File: config.mk
export PLATFORM = sky130hd
export DESIGN_NAME = alu_exec_stage
export DESIGN_NICKNAME = d
export VERILOG_FILES = /design/src/rtl/alu_pkg.sv /design/src/rtl/alu_exec_stage_core.sv /design/src/rtl/alu_exec_stage.sv
export SDC_FILE = /design/constraint.sdc
export NUM_CORES = 1
export LEC_CHECK = 0
export ABC_AREA = 1
export ABC_CLOCK_PERIOD_IN_PS = 1660
export CAP_MARGIN = 0
export CORE_ASPECT_RATIO = 1.75
export CORE_MARGIN = 4
export CORE_UTILIZATION = 30
export CTS_CLUSTER_SIZE = 12
export DETAILED_ROUTE_END_ITERATION = 8
export PLACE_DENSITY = 0.46
export SYNTH_ARGS = -nofsm -noshare
export SYNTH_HDL_FRONTEND = slang
export SYNTH_SLANG_ARGS = --single-unit
File: constraint.sdc
create_clock -name clk -period 1.66 [get_ports clk]
set_input_delay 0.249 -clock clk [delete_from_list [all_inputs] [get_ports clk]]
set_output_delay 0.249 -clock clk [all_outputs]
set_load 0.05 [all_outputs]
File: src/rtl/alu_pkg.sv
// ALU operation codes shared between alu_control and the execute stage.
package alu_pkg;

  typedef logic [4:0] alu_code_t;

  localparam alu_code_t ALU_SLL  = 5'd0;
  localparam alu_code_t ALU_SRL  = 5'd1;
  localparam alu_code_t ALU_SRA  = 5'd2;
  localparam alu_code_t ALU_SLLV = 5'd3;
  localparam alu_code_t ALU_SRLV = 5'd4;
  localparam alu_code_t ALU_SRAV = 5'd5;
  localparam alu_code_t ALU_ADD  = 5'd6;
  localparam alu_code_t ALU_ADDU = 5'd7;
  localparam alu_code_t ALU_SUB  = 5'd8;
  localparam alu_code_t ALU_SUBU = 5'd9;
  localparam alu_code_t ALU_AND  = 5'd10;
  localparam alu_code_t ALU_OR   = 5'd11;
  localparam alu_code_t ALU_XOR  = 5'd12;
  localparam alu_code_t ALU_NOR  = 5'd13;
  localparam alu_code_t ALU_SLT  = 5'd14;
  localparam alu_code_t ALU_SLTU = 5'd15;
  localparam alu_code_t ALU_LUI  = 5'd16;

endpackage

File: src/rtl/alu_exec_stage_core.sv
// Combinational ALU datapath: operands, code and shift amount to result and status flags.
module alu_core
  import alu_pkg::*;
#(
  parameter int XLEN = 32
) (
  input  logic [XLEN-1:0] a,
  input  logic [XLEN-1:0] b,
  input  alu_code_t       code,
  input  logic [4:0]      shamt,
  output logic [XLEN-1:0] result,
  output logic            ovf,
  output logic            illegal
);

  logic [XLEN-1:0] sum;
  logic [XLEN-1:0] diff;
  logic [4:0]      vamt;

  assign sum  = a + b;
  assign diff = a - b;
  assign vamt = a[4:0];

  always_comb begin
    result  = '0;
    ovf     = 1'b0;
    illegal = 1'b0;
    unique case (code)
      ALU_SLL:  result = b << shamt;
      ALU_SRL:  result = b >> shamt;
      ALU_SRA:  result = $unsigned($signed(b) >>> shamt);
      ALU_SLLV: result = b << vamt;
      ALU_SRLV: result = b >> vamt;
      ALU_SRAV: result = $unsigned($signed(b) >>> vamt);
      ALU_ADD: begin
        result = sum;
        ovf    = (a[XLEN-1] == b[XLEN-1]) & (sum[XLEN-1] != a[XLEN-1]);
      end
      ALU_ADDU: result = sum;
      ALU_SUB: begin
        result = diff;
        ovf    = (a[XLEN-1] != b[XLEN-1]) & (diff[XLEN-1] != a[XLEN-1]);
      end
      ALU_SUBU: result = diff;
      ALU_AND:  result = a & b;
      ALU_OR:   result = a | b;
      ALU_XOR:  result = a ^ b;
      ALU_NOR:  result = ~(a | b);
      ALU_SLT:  result = {{(XLEN-1){1'b0}}, ($signed(a) < $signed(b))};
      ALU_SLTU: result = {{(XLEN-1){1'b0}}, (a < b)};
      ALU_LUI:  result = {b[15:0], 16'h0000};
      default:  illegal = 1'b1;
    endcase
  end

endmodule

File: src/rtl/alu_exec_stage.sv
// Execute stage: one registered ALU operation per accepted transfer, valid/ready on both sides.
module alu_exec_stage
  import alu_pkg::*;
#(
  parameter int XLEN  = 32,
  parameter int TAG_W = 5
) (
  input  logic             clk,
  input  logic             rst_n,
  input  logic             flush,
  input  logic             in_valid,
  output logic             in_ready,
  input  logic [4:0]       alu_ctrl,
  input  logic [4:0]       shamt,
  input  logic [XLEN-1:0]  op_a,
  input  logic [XLEN-1:0]  op_b,
  input  logic [TAG_W-1:0] rd_tag,
  input  logic             reg_write,
  output logic             out_valid,
  input  logic             out_ready,
  output logic [XLEN-1:0]  result,
  output logic [TAG_W-1:0] out_tag,
  output logic             out_wen,
  output logic             zero,
  output logic             ovf,
  output logic             illegal
);

  logic [XLEN-1:0] core_result;
  logic            core_ovf;
  logic            core_illegal;
  logic            take;

  assign in_ready = ~flush & (~out_valid | out_ready);
  assign take     = in_valid & in_ready;

  alu_core #(.XLEN(XLEN)) u_core (
    .a       (op_a),
    .b       (op_b),
    .code    (alu_ctrl),
    .shamt   (shamt),
    .result  (core_result),
    .ovf     (core_ovf),
    .illegal (core_illegal)
  );

  // zero is captured alongside result so that it reads 0 out of reset
  always_ff @(posedge clk or negedge rst_n) begin
    if (!rst_n) begin
      out_valid <= 1'b0;
      result    <= '0;
      out_tag   <= '0;
      out_wen   <= 1'b0;
      zero      <= 1'b0;
      ovf       <= 1'b0;
      illegal   <= 1'b0;
    end else begin
      if (flush)
        out_valid <= 1'b0;
      else if (take)
        out_valid <= 1'b1;
      else if (out_ready)
        out_valid <= 1'b0;

      if (take) begin
        result  <= core_result;
        out_tag <= rd_tag;
        out_wen <= reg_write & ~core_ovf & ~core_illegal;
        zero    <= (core_result == '0);
        ovf     <= core_ovf;
        illegal <= core_illegal;
      end
    end
  end

endmodule
== After elaboration in Yosys (flattened, before gate mapping) ==
Index checks and enable logic that the tools add are counted.

* Output and inout port bits: 43
* Register bits: 42
* Bits of input ports: 85

* Mux-type cells: 6
* Equal/unequal tests: 20
* Bitwise gates (word level): 14
* Reductions and logical operators: 6
* Add/subtract/negate cells: 2
* Shifts and indexed selects: 6
* Magnitude comparators: 2

{| class="wikitable"
|+ Operator list
! operator !! number
|-
| $pmux 32 s15 || 1
|-
| $lt 32x32->1 || 2
|-
| $shl 32x5->32 || 2
|-
| $shr 32x5->32 || 2
|-
| $sshr 32x5->32 || 2
|-
| $eq 5x4->1 const B || 8
|-
| $add 32x32->32 || 1
|-
| $and 32x32->32 || 1
|-
| $logic_not 32->1 || 1
|-
| $not 32->32 || 1
|-
| $or 32x32->32 || 1
|-
| $sub 32x32->32 || 1
|-
| $xor 32x32->32 || 1
|-
| $eq 5x3->1 const B || 4
|-
| $reduce_or 17->1 || 1
|-
| $eq 5x2->1 const B || 2
|-
| $and 1x1->1 || 6
|-
| $eq 5x1->1 const B || 1
|-
| $eq 5x5->1 const B || 1
|-
| $logic_not 5->1 || 1
|-
| $mux 1 || 4
|-
| $reduce_or 2->1 || 2
|-
| $ne 1x1->1 || 3
|-
| $not 1->1 || 3
|-
| other kinds (4) || 4
|}

== Longest topological paths before layout ==
Gate-level depths: netlist (run 1).

* Depth after elaboration: 7
* Gate-level depth with buffers: 24
* Gate-level depth less buffers: 24

== Cells and area by module ==
Synthesis (run 1) repeated with hierarchy kept, for this count alone.

* Cell total of the unflattened synthesis: 2,673
* Area total of the unflattened synthesis: 13,803.2 um2

{| class="wikitable"
|+ By module, submodules not included
! module !! times used !! cells each !! area an instance (um2) !! sequential area each (um2)
|-
| alu_core || 1 || 2,464 || 12,062.8 || 0.0
|-
| alu_exec_stage || 1 || 209 || 1,740.4 || 1,051.0
|}

== Least setup slack after synthesis (run 1) ==
No wires, ideal clock.

* Path kind: input to register
* From: input op_a[0]
* To: register zero
* Cell stages on the path: 20
* Path buffers: 0
* Required time: 1.594 ns
* Library setup time: 0.066 ns
* Path slack: -0.788 ns
* Arrival: 2.382 ns
* Cell sequence: inv_1 -> ha_1 -> inv_1 -> fa_1 -> nand2_1 -> nand2_1 -> nand2_1 -> o21ai_1 -> or2_2 -> nand3_1 -> nand2_1 -> nor3_1 -> nand2_1 -> nor2_1 -> nand3_1 -> nor2_1 -> nand2_1 -> nor2_1 -> nand3_1 -> nand2_1

* Word-level cells in the longest chain between the ends: 4
* Elaborated cells on any way between the ends: 13

{| class="wikitable"
|+ RTL lines
! element !! RTL line !! source
|-
| from (decl) || alu_exec_stage.sv:15 || <nowiki>input logic [XLEN-1:0] op_a,</nowiki>
|-
| parallel branches: the longest is 2 deep, another holds $sub 32x32->32 || - ||
|-
| $pmux 32 s15 (*) || alu_exec_stage_core.sv:28 || <nowiki>unique case (code)</nowiki>
|-
| $logic_not 32->1 (*) || alu_exec_stage.sv:69 || <nowiki>zero <= (core_result == '0);</nowiki>
|-
| to (signal assigned) || alu_exec_stage.sv:69 ||
|-
| to (decl) || alu_exec_stage.sv:24 || <nowiki>output logic zero,</nowiki>
|}

Every way passes the cells marked *.
A chain may end at the register's enable or synchronous reset.

== Final worst setup path (run 1) ==
* From: input alu_ctrl[3]
* To: register zero

* Word-level cells in the longest chain between the ends: 4
* Elaborated cells on any way between the ends: 21

{| class="wikitable"
|+ RTL lines
! element !! RTL line !! source
|-
| from (decl) || alu_exec_stage.sv:13 || <nowiki>input logic [4:0] alu_ctrl,</nowiki>
|-
| $eq 5x4->1 / $eq 5x3->1 (equally long branches) || alu_exec_stage_core.sv:28 ||
|-
| $reduce_or 2->1 (no line) || - ||
|-
| $pmux 32 s15 (*) || alu_exec_stage_core.sv:28 ||
|-
| $logic_not 32->1 (*) || alu_exec_stage.sv:69 ||
|}

Every way passes the cells marked *; elsewhere a longest branch is shown, timed or not.

==> metrics.log, run 1 <==
INFO  metric placementRows = 105
INFO  metric crit_path_top_delay_cell = buf_4
INFO  metric numPlacedInstances = 4120
INFO  metric path_max_fanout = 12
INFO  metric post_synth_edffs = 0
INFO  metric area_of_the_multi_input_gates = ~17000 sq um
INFO  metric r2r.worst_path.cells = 11
INFO  metric cell_type_contributing_the_most_total_cell_area_after_synthesis = nand2_1
INFO  metric fmax = around 350 MHz
INFO  metric initial_utilization = 0.303
INFO  metric fin_worst_skew = about 0.0073 ns
INFO  metric avgViaCountPerCell = 5.85
INFO  metric finalSetupTns = -29.34 ns
INFO  metric global_route.overflow_total = 0
INFO  metric worst_slack_after_detailed_placement = -2.56 ns
INFO  metric clock_pin_slew_on_the_worst_setup_and_hold_paths = 0.07 ns
INFO  metric place_hpwl = just over 90 mm
INFO  metric route.met2.wl = 56.6 mm
INFO  metric startpoint_class_of_the_critical_path = input pin
INFO  metric global_route_wire_length_before_repair = around 160 mm
INFO  metric ys_types = 49
INFO  metric final-hold-violation-count = 0
INFO  metric power.leakage = 14.8 nW
INFO  metric grt_max_degree = 56
INFO  metric timing.reg2reg.setup_slack = approximately 0.12 ns
INFO  metric ir_drop = 0.526 mV
INFO  metric critical_path.cell_chain = buf_8 > nor2_4 > buf_6 > nand3_4 > buf_6 > buf_6 > o21ai_4 > buf_4 > buf_4 > nand3_2 > nand3_1 > nand4_1 > nor2_2 > nand2_1 > nor2_2 > nand2_2 > nor2_4 > nand3_2 > nand2_1
INFO  metric timing.final.ws_setup = -1.22 ns
INFO  metric share_of_layout_cells_above_drive_strength_1 = 0.576
INFO  metric hold_path.class = in -> async
INFO  metric run_status = finished, violations left
INFO  metric tritoncts_clock_tree = built
INFO  metric finalNonFillerCells = 4367
INFO  metric synth-warning-count = 0
INFO  metric detailroute.via_count = approximately 26000
INFO  metric worst-endpoint-required = approximately 1.9 ns
INFO  metric drt-wirelength-per-cell = 27.5 um
INFO  metric sequential_cell_area = 1050 sq um
INFO  metric postRouteWirelength = ~120 mm
INFO  metric cts_buffer_depth = 2
INFO  metric via_count_of_the_first_global_routing_pass = about 25000
INFO  metric synthFlopType = dfrtp_1
INFO  metric pins_over_slew_limit = 0
INFO  metric syn-instance-count = between 2000 and 3000
INFO  metric area_growth = 116%
INFO  metric min_period = 2.88 ns
INFO  metric critical_path.reg2reg.startpoint = out_valid
INFO  metric ys_top_cells_by_count = nand2_1, nand3_1, inv_1, nor2_1, o21ai_0
INFO  metric clk-insertion-delay-late = about 0.29 ns
INFO  metric cell_pwr_density = between 400 and 500 nW/um^2
INFO  metric endpoint_kind = flop
INFO  metric synth_largest_type_area_fraction = 0.265
INFO  metric hold_slack = approximately 0.032 ns
INFO  metric drt_first_pass_iters = 7
INFO  metric io-pin-count = approximately 130
INFO  metric synth_seq_cells = 42
INFO  metric fin_total_pwr = around 14 mW
INFO  metric data_arrival_time_at_the_worst_slack_endpoint = around 3.1 ns
INFO  metric final_nets = a little under 4000
INFO  metric worst_pin_slew = about 0.62 ns
INFO  metric path_common_cell = buf_6
INFO  metric highest_routed_metal_layer = met4
INFO  metric fill_cells = roughly 4200
INFO  metric synth_area = ~14000 sq um
INFO  metric replace_congestion = 1.14
INFO  metric antenna_violating_nets_post_route = 0
INFO  metric violations = setup timing
INFO  metric die_w = around 170 um
INFO  metric antenna_violations_before_repair = 2
INFO  metric cts.root.buffer_cell = clkbuf_16
INFO  metric criticalPathCategory = in -> reg
INFO  metric netlist_top_cells_area = nand2_1, nand3_1, ha_1
INFO  metric met1_length = 37.5 mm
INFO  metric wl_met3 = around 8.9 mm
INFO  metric min_period_over_period = 1.74
INFO  metric detail_route.drc_violations = 0
INFO  metric cap_viol_max_count = 0
INFO  metric buffer_ports.inserted = roughly 130
INFO  metric cts.sinks = 42
INFO  metric yosysSeqAreaShare = 0.0741
INFO  metric reg2reg_capture_point = zero
INFO  metric setup_viol = 35
INFO  metric rsz0062_at_grt = yes
INFO  metric cts_inserted_buffers = 5
INFO  metric max_slew_margin = 0.584
INFO  metric yosysMostFrequentCell = nand2_1
INFO  metric drt-initial-drc-count = around 2300
INFO  metric die_h = between 200 and 300 um
INFO  metric floorplan.core_area = between 40000 and 50000 sq um
INFO  metric share_of_synthesized_registers_carrying_an_async_set_or_reset = 1.00
INFO  metric groute.usage.overall = 0.438
INFO  metric synth_area_per_cell = between 5 and 6 sq um
INFO  metric crit_path_max_incr_delay = approximately 0.32 ns
INFO  metric cts-htree-levels = 2
INFO  metric die_area = just over 50000 sq um
INFO  metric postSynthNetCount = 2998
-- repair_timing --
item	4_1_cts	5_1_grt
cloned	15	5
endpoints found under the setup margin	35	35
pin swaps	250	290
gates resized for setup	1196	641
hold buffers	0	0
setup buffers	169	86
-- worst max-delay path, delay by kind of cell --
kind / cells / cell delay [ns]
buffers and inverters: 6 / 1.04
AND/OR/NAND/NOR: 12 / 1.51
AO/OA/AOI/OAI: 1 / 0.27
-- cell type report --
| type | instances | area share |
|---|---|---|
| clock buffer | 5 | 0.00409 |
| clock inverter | 3 | 0.00159 |
| antenna | 1 | 0.0000818 |
| timing repair buffer | 1097 | 0.332 |
| tap | 588 | 0.0240 |
| inverter | 252 | 0.0348 |
| sequential | 42 | 0.0344 |
| multi-input combinational | 2379 | 0.569 |
-- kinds of logic after synthesis --
group | Yosys count | synth area share
compound gates | 299 | 0.121
buf+inv | 387 | 0.113
simple gates | 1969 | 0.595
flops | 42 | 0.0741
xor+xnor | 4 | 0.00247
fa+ha+maj | 106 | 0.0945
-- registers in the layout, summed over array words and instances, names as in the netlist --
signal and flops:
out_valid 1, illegal 1, result 32, out_wen 1, ovf 1, zero 1
out_tag 5
-- worst max path at each step --
stage | startpoint | endpoint | slack [ns] | cells past startpoint
CTS | alu_ctrl[1] | zero | -1.14 | 26
floorplan | op_a[4] | zero | -0.59 | 23
finish | alu_ctrl[3] | zero | -1.22 | 19
global placement | op_a[20] | zero | -2.66 | 18
detailed placement | op_a[20] | zero | -2.56 | 18
global route | alu_ctrl[3] | zero | -1.23 | 19
-- through the flow --
step           cell area [sq um]  utilization
2_1_floorplan              15000            -
3_3_place_gp               21900        0.467
3_5_place_dp               21900        0.467
4_1_cts                    27700        0.590
5_1_grt                    30600        0.652
6_report                   30600        0.653
-- layer usage --
layer | track usage | vias up
met5 | 0 | -
met4 | 0.442 | 0
met3 | 0.0811 | 722
met2 | 0.748 | 1569
met1 | 0.426 | 12000
li1 | - | 11200
-- placed cells by master (no fill, tap or decap), types with 47 or more instances in the layout --
cell type / instances
buf_12: 62
buf_4: 763
buf_6: 162
ha_1: 47
inv_1: 135
inv_2: 81
nand2_1: 679
nand2_2: 233
nand2_4: 82
nand3_1: 341
nand3_2: 232
nand3_4: 79
nor2_1: 106
nor2_2: 49
nor2_4: 75
-- power breakdown --
group / leakage [nW] / switching [mW] / internal (mW) / total, mW
clock: 0.0820 / 0.438 / 0.720 / 1.16
combinational: 14.2 / 6.93 / 4.94 / 11.9
sequential: 0.547 / 0.101 / 1.18 / 1.28
No activity file was read; power rests on OpenSTA's default activity.
==> run 2, diff against run 1 <==
--- a/config.mk
+++ b/config.mk
@@ -11,6 +11,7 @@
 export CORE_ASPECT_RATIO = 1.75
 export CORE_MARGIN = 4
 export CORE_UTILIZATION = 30
+export CTS_CLUSTER_DIAMETER = 40
 export CTS_CLUSTER_SIZE = 12
 export DETAILED_ROUTE_END_ITERATION = 8
 export PLACE_DENSITY = 0.46
==> results of run 2 <==
No change in the layout: final DEF, timing and power equal those of run 1.
